==> config.mk <==
export PLATFORM = sky130hd
export DESIGN_NAME = wait_phase_gen
export DESIGN_NICKNAME = d
export VERILOG_FILES = /design/src/rtl/wait_phase_gen.sv
export SDC_FILE = /design/constraint.sdc
export NUM_CORES = 1
export LEC_CHECK = 0
export CAP_MARGIN = 25
export CELL_PAD_IN_SITES_DETAIL_PLACEMENT = 0
export CELL_PAD_IN_SITES_GLOBAL_PLACEMENT = 2
export CORE_UTILIZATION = 33
export CTS_BUF_LIST = sky130_fd_sc_hd__clkbuf_8
export DETAILED_ROUTE_END_ITERATION = 6
export GPL_TIMING_DRIVEN = 0
export PLACE_DENSITY_LB_ADDON = 0.1
export SYNTH_ARGS = -nofsm -noshare
export SYNTH_HDL_FRONTEND = slang
export SYNTH_SLANG_ARGS = --single-unit
export TNS_END_PERCENT = 10
==> constraint.sdc <==
create_clock -name clk -period 2.2 [get_ports clk]
set_clock_uncertainty 0.1 [all_clocks]
set_input_delay 0.22 -clock clk [delete_from_list [all_inputs] [get_ports clk]]
set_output_delay 0.22 -clock clk [all_outputs]
set_load 0.05 [all_outputs]
==> src/rtl/wait_phase_gen.sv <==
// -----------------------------------------------------------------------------
// wait_phase_gen
//
// Cycle-counted two-phase stimulus generator. A start request in IDLE latches
// the two phase durations and then drives alternating A/B phases. At the end of
// each B phase one completed pair is counted, and the sequence either loops back
// to A or finishes with a one-cycle done pulse. This block feeds the A, B, G0
// and G1 inputs of the wait-statement test block that sits downstream.
//
// Optional feature (compile-time macro WPG_GAP_EN):
//   defined   -> a GAP state of GAP_CYCLES cycles (A=B=0, busy=1) separates
//                PH_A->PH_B and PH_B->PH_A. There is no gap on PH_B->FIN.
//   undefined -> no GAP state. A falls on the same edge that B rises, and
//                B falls on the same edge that A rises.
//
// Parameters
//   DW          width of the phase-duration inputs and the phase down-counter
//   RW          width of the completed-round counter (wraps at 2**RW)
//   GAP_CYCLES  dead-time length in cycles (only used with WPG_GAP_EN, >= 1)
//
// Ports
//   clk        in   1   single clock, rising edge
//   rst        in   1   synchronous reset, active-high, beats every other input
//   start      in   1   level request, sampled in IDLE only
//   repeat_en  in   1   sampled at the end of PH_B: 1 = loop to PH_A, 0 = finish
//                       ("repeat" is a reserved word, hence the suffix)
//   abort      in   1   return to IDLE from any busy state, no done pulse
//   dly_a      in   DW  phase-A length in cycles (0 behaves as 1)
//   dly_b      in   DW  phase-B length in cycles (0 behaves as 1)
//   A          out  1   phase-A output, registered
//   B          out  1   phase-B output, registered
//   G0         out  1   gate flag: 1 while idle, 0 while sequencing
//   G1         out  1   always ~G0
//   busy       out  1   1 in every state except IDLE
//   done       out  1   one-cycle pulse on normal completion
//   rounds     out  RW  completed A+B pairs since reset
// -----------------------------------------------------------------------------
module wait_phase_gen #(
  parameter int DW         = 8,
  parameter int RW         = 16,
  parameter int GAP_CYCLES = 2
) (
  input  logic          clk,
  input  logic          rst,
  input  logic          start,
  input  logic          repeat_en,
  input  logic          abort,
  input  logic [DW-1:0] dly_a,
  input  logic [DW-1:0] dly_b,
  output logic          A,
  output logic          B,
  output logic          G0,
  output logic          G1,
  output logic          busy,
  output logic          done,
  output logic [RW-1:0] rounds
);

  // A zero-length dead time would make the GAP state meaningless.
  if (GAP_CYCLES < 1) begin : g_bad_gap_cycles
    $error("wait_phase_gen: GAP_CYCLES must be at least 1");
  end

  typedef enum logic [2:0] {
    S_IDLE,
    S_PH_A,
    S_PH_B,
`ifdef WPG_GAP_EN
    S_GAP,
`endif
    S_FIN
  } state_t;

  state_t        state;
  state_t        state_nxt;

  // Phase down-counter holds (remaining cycles - 1); the phase ends when it
  // reads zero. Loading len-1 keeps a full DW-bit duration representable.
  logic [DW-1:0] cnt;
  logic [DW-1:0] cnt_nxt;

  // Durations captured at start, stored already converted to len-1.
  logic [DW-1:0] len_a;
  logic [DW-1:0] len_b;
  logic          latch_len;

  // Asserted on the edge that closes a PH_B without abort.
  logic          pair_done;

`ifdef WPG_GAP_EN
  localparam int GW = (GAP_CYCLES > 1) ? $clog2(GAP_CYCLES) : 1;
  localparam logic [GW-1:0] GAP_LAST = GW'(GAP_CYCLES - 1);

  logic [GW-1:0] gcnt;
  logic [GW-1:0] gcnt_nxt;
  // Remembers which phase the current gap leads into.
  logic          gap_to_b;
  logic          gap_to_b_nxt;
`endif

  // Convert a requested duration to the counter load value, mapping 0 to 1.
  function automatic logic [DW-1:0] len_m1(input logic [DW-1:0] d);
    return (d == '0) ? '0 : d - 1'b1;
  endfunction

  // ---------------------------------------------------------------------------
  // Next-state logic
  // ---------------------------------------------------------------------------
  always_comb begin
    // NOTE: every signal driven here gets a default first so that no path
    // leaves it unassigned, which would otherwise infer a latch.
    state_nxt = state;
    cnt_nxt   = (cnt != '0) ? cnt - 1'b1 : cnt;
    latch_len = 1'b0;
    pair_done = 1'b0;
`ifdef WPG_GAP_EN
    gcnt_nxt     = (gcnt != '0) ? gcnt - 1'b1 : gcnt;
    gap_to_b_nxt = gap_to_b;
`endif

    unique case (state)
      S_IDLE: begin
        // abort and start together in IDLE: abort wins and IDLE is kept.
        if (start && !abort) begin
          state_nxt = S_PH_A;
          cnt_nxt   = len_m1(dly_a);
          latch_len = 1'b1;
        end
      end

      S_PH_A: begin
        if (abort) begin
          state_nxt = S_IDLE;
        end else if (cnt == '0) begin
`ifdef WPG_GAP_EN
          state_nxt    = S_GAP;
          gcnt_nxt     = GAP_LAST;
          gap_to_b_nxt = 1'b1;
`else
          state_nxt = S_PH_B;
          cnt_nxt   = len_b;
`endif
        end
      end

      S_PH_B: begin
        // abort on the last B cycle discards the pair: no count, no done.
        if (abort) begin
          state_nxt = S_IDLE;
        end else if (cnt == '0) begin
          pair_done = 1'b1;
          if (repeat_en) begin
`ifdef WPG_GAP_EN
            state_nxt    = S_GAP;
            gcnt_nxt     = GAP_LAST;
            gap_to_b_nxt = 1'b0;
`else
            state_nxt = S_PH_A;
            cnt_nxt   = len_a;
`endif
          end else begin
            state_nxt = S_FIN;
          end
        end
      end

`ifdef WPG_GAP_EN
      S_GAP: begin
        if (abort) begin
          state_nxt = S_IDLE;
        end else if (gcnt == '0) begin
          if (gap_to_b) begin
            state_nxt = S_PH_B;
            cnt_nxt   = len_b;
          end else begin
            state_nxt = S_PH_A;
            cnt_nxt   = len_a;
          end
        end
      end
`endif

      // FIN always passes through IDLE, so a start held high here only takes
      // effect one cycle after IDLE is re-entered.
      S_FIN: begin
        state_nxt = S_IDLE;
      end

      default: begin
        state_nxt = S_IDLE;
      end
    endcase
  end

  // ---------------------------------------------------------------------------
  // State, counters and registered outputs
  // ---------------------------------------------------------------------------
  always_ff @(posedge clk) begin
    // NOTE: state is updated with non-blocking assignments so every register
    // samples the pre-edge values, independent of statement order.
    if (rst) begin
      // NOTE: the latched durations are reset as well; they are only read after
      // a start reloads them, but a defined value keeps simulation X-free.
      state  <= S_IDLE;
      cnt    <= '0;
      len_a  <= '0;
      len_b  <= '0;
      A      <= 1'b0;
      B      <= 1'b0;
      G0     <= 1'b1;
      busy   <= 1'b0;
      done   <= 1'b0;
      rounds <= '0;
`ifdef WPG_GAP_EN
      gcnt     <= '0;
      gap_to_b <= 1'b0;
`endif
    end else begin
      state <= state_nxt;
      cnt   <= cnt_nxt;
      if (latch_len) begin
        len_a <= len_m1(dly_a);
        len_b <= len_m1(dly_b);
      end
      if (pair_done) begin
        rounds <= rounds + 1'b1;
      end
      // Outputs are decoded from the next state so they line up with the
      // state register and change on the same edge as the state.
      A    <= (state_nxt == S_PH_A);
      B    <= (state_nxt == S_PH_B);
      G0   <= (state_nxt == S_IDLE);
      busy <= (state_nxt != S_IDLE);
      done <= (state_nxt == S_FIN);
`ifdef WPG_GAP_EN
      gcnt     <= gcnt_nxt;
      gap_to_b <= gap_to_b_nxt;
`endif
    end
  end

  assign G1 = ~G0;

endmodule

==> results.cfg <==
[worst_setup_path]
slowest_stage = nor3b_4
path_max_fanout = 8
critPathKind = reg2reg
arrival_ns = 2.23
cp-start-kind = flip-flop
r2r_cells = 8
crit_path_end_kind = flip-flop
cp.required_ns = 2.32
path_cells = inv_1 > ha_2 > nor3b_4 > and2_1 > buf_4 > nand3_1 > a31o_2 > a221oi_2
timing.rr.end = cnt[2]$_SDFF_PP0_
reg2reg_setup_slack_ns = 0.09
crit_start = cnt[1]$_SDFF_PP0_
max_stage_delay_ns = 0.39
r2r_start = cnt[1]$_SDFF_PP0_

[synth]
synth-xor-area-share_pct = 7.57
synthDistinctLibCells = 58
synth-simple-area-share_pct = 28.1
synth_fa_ha_area_share_pct = 1.97
async_reset_ff_share_pct = 0
yosys_most_used_dff = dfxtp_1
synth_enable_flop_cells = 0
yosys.area.top_type = dfxtp_1
synth_top_area_share_pct = 37.8
synthCells = 300
synth_top_family_by_area = simple AND/OR/NAND/NOR gates
synth_area_um2 = 2540
synth-compound-area-share_pct = 18.2
synth.mux.area_fraction_pct = 1.97
yosysMostFrequentCell = dfxtp_1
yosysWarnings = 0
ys_ff_latch = 48
synth.avg_cell_area_um2 = 8.48
synth_area_leaders = dfxtp_1 (38%), nor2_1 (5.9%), xnor2_1 (4.8%), nand2_1 (3.4%), nor3_1 (3.1%)
synthTopCellsByCount = dfxtp_1 (48), nor2_1 (40), nand2_1 (23)
synth_nets = 325
ys_seq_area_share_pct = 37.8

[power_and_ir_drop]
p_sw_share_pct = 35.1
ir_drop_v = 0.000330
cellPowerDensity_nw_per_um2 = 831
pwr-share-clk_pct = 23.6
power.leakage_uw = 0.00113
power_switching_uw = 945
p_int_uw = 1750
p_comb_share_pct = 37.4
p_seq_share_pct = 39.0

[cts]
path_clk_slew_ns = 0.09
cts_tree = built
clock_tree.root_cell = clkbuf_8
clock-sinks = 48
numCtsBuffers = 5
clk_latency_ns = 0.31
cts_max_level = 2
cts_buffer_depth = 2

[global_routing]
grt_pass1_wl_mm = 10.4
met2_usage_pct = 23.8
grt-busiest-layer = met1
antenna_found_initial = 0
grt_use_met1_pct = 24.4
track_usage_pct = 16.3
grt_overflow_total = 0
grt_pass1_vias = 2079
grt_use_met3_pct = 2.54
grt_max_degree = 15

[detailed_routing]
vias = 2289
wl_per_cell_um = 14.4
firstDrtPassIters = 4
detail-route-antenna-nets = 0
wl_mm = 6.45
via_per_inst = 5.12
route.detailed.drc = 0
drt_iter0_markers = 130

[timing]
tightest_slew_ns = 0.798
hold_violations = 0
rsz0062_at_grt = true
fin_crit_sh_pct = 95.7
setup_viol = 0
final_max_slew_viol_count = 0
max_freq_ghz = 0.475
maxSlewHeadroom_pct = 46.7
fin_tns_setup_ns = 0
final.min_clock_period_ns = 2.11

[hold_path]
hold_end = cnt[2]$_SDFF_PP0_
hold_path_class = in2reg
hp-start = rst
hold_depth = 2

[placed_design]
gp_congestion = 0.839
hpwlAfterDp_mm = 4.85
port_buffers = 40

[finish]
area_growth_pct = 27.3
final_util_pct = 44.0
drive_gt1_share_pct = 10.9
final_nets = 372
n_antenna_cell = 0

[floorplan]
dieArea_um2 = 8070
ios = 43
core-area_um2 = 7370
die_y_um = 89.8
rows = 31
die_x_um = 89.8
start_util_pct = 34.5

[job]
maxCapViolations = 0

[status]
outcome = complete, no violations
==> metrics by stage <==
step                hold slack [ns]  instances  cell area, um^2  power [uW]  setup WS [ns]
floorplan                     0.305        300             2540        1740          0.237
global placement              0.341        439             3070        1990         -0.322
detailed placement            0.347        439             3070        1970         -0.245
CTS                           0.333        447             3200        2650        -0.0359
global route                  0.385        447             3240        2850        -0.0452
finish                        0.330        447             3240        2690         0.0950
==> flip-flops by register name, summed over array words and instances, names as in the netlist <==
register / flops
rounds: 16
A: 1
B: 1
cnt: 8
state: 3
len_b: 8
busy: 1
G0: 1
done: 1
len_a: 8
==> routing by layer <==
metal,share of wire [%],routed length [um]
met5,0,0
met4,0.47,30
met3,4.4,282
met2,42,2710
met1,53,3420
==> critical path: cells and delay by family, from the launching register on <==
family,cells,cell delay (ns)
AND/OR/NAND/NOR,3,0.66
AO/OA/AOI/OAI,2,0.49
flip-flops,1,0.35
buffers and inverters,2,0.24
adder cells (fa/ha/maj),1,0.20
==> kinds of logic after synthesis <==
group,count (synthesis)
compound gates,64
xor+xnor,22
fa+ha+maj,4
buf+inv,26
flops,48
mux,5
other cells,1
simple gates,130
==> power groups by stage <==
stage          sequential (uW)  combinational (uW)  clock, uW
3_5_place_dp              1060                 916          0
6_report                  1050                1010        634
2_1_floorplan             1050                 695          0
4_1_cts                   1040                 947        656
3_3_place_gp              1060                 935          0
5_1_grt                   1060                1110        685
==> worst max-delay path by stage <==
stage	depth (start not counted)	slack, ns	endpoint
final	8	0.09	cnt[2]$_SDFF_PP0_
after global routing	8	-0.05	rounds[3]$_SDFFE_PP0P_
after CTS	7	-0.04	rounds[14]$_SDFFE_PP0P_
after detailed placement	7	-0.25	busy$_SDFF_PP0_
after global placement	7	-0.32	busy$_SDFF_PP0_
after floorplan	5	0.24	rounds[14]$_SDFFE_PP0P_
==> final cells by class <==
type                            instances  area [um^2]
Inverter                               11         41.3
Fill cell                             755         4130
Tap cell                               99          124
Buffer                                 14         70.1
Multi-Input combinational cell        226         1530
Timing Repair Buffer                   41          408
Sequential cell                        48          962
Clock buffer                            5         68.8
Clock inverter                          3         38.8
==> placed cells by master (no fill, tap or decap), drive strengths merged, types with 5 or more instances in the layout <==
cell type      instances
xor2                   8
o21ai                  7
a2bb2oi                7
nand2                 23
nor2                  40
clkbuf                13
nand2b                 6
nand3                 11
mux2i                  5
xnor2                 14
a21oi                 15
clkdlybuf4s50         40
nor3                  16
inv                   12
nand4                  6
nor4                   9
dfxtp                 48
buf                    7
==> timing repair <==
action	4_1_cts	5_1_grt
pin swaps	0	2
resized for setup	4	16
hold buffers	0	0
cloned	0	0
setup endpoints to repair	26	38
buffers inserted	0	1
(Power assumes the default switching activity.)
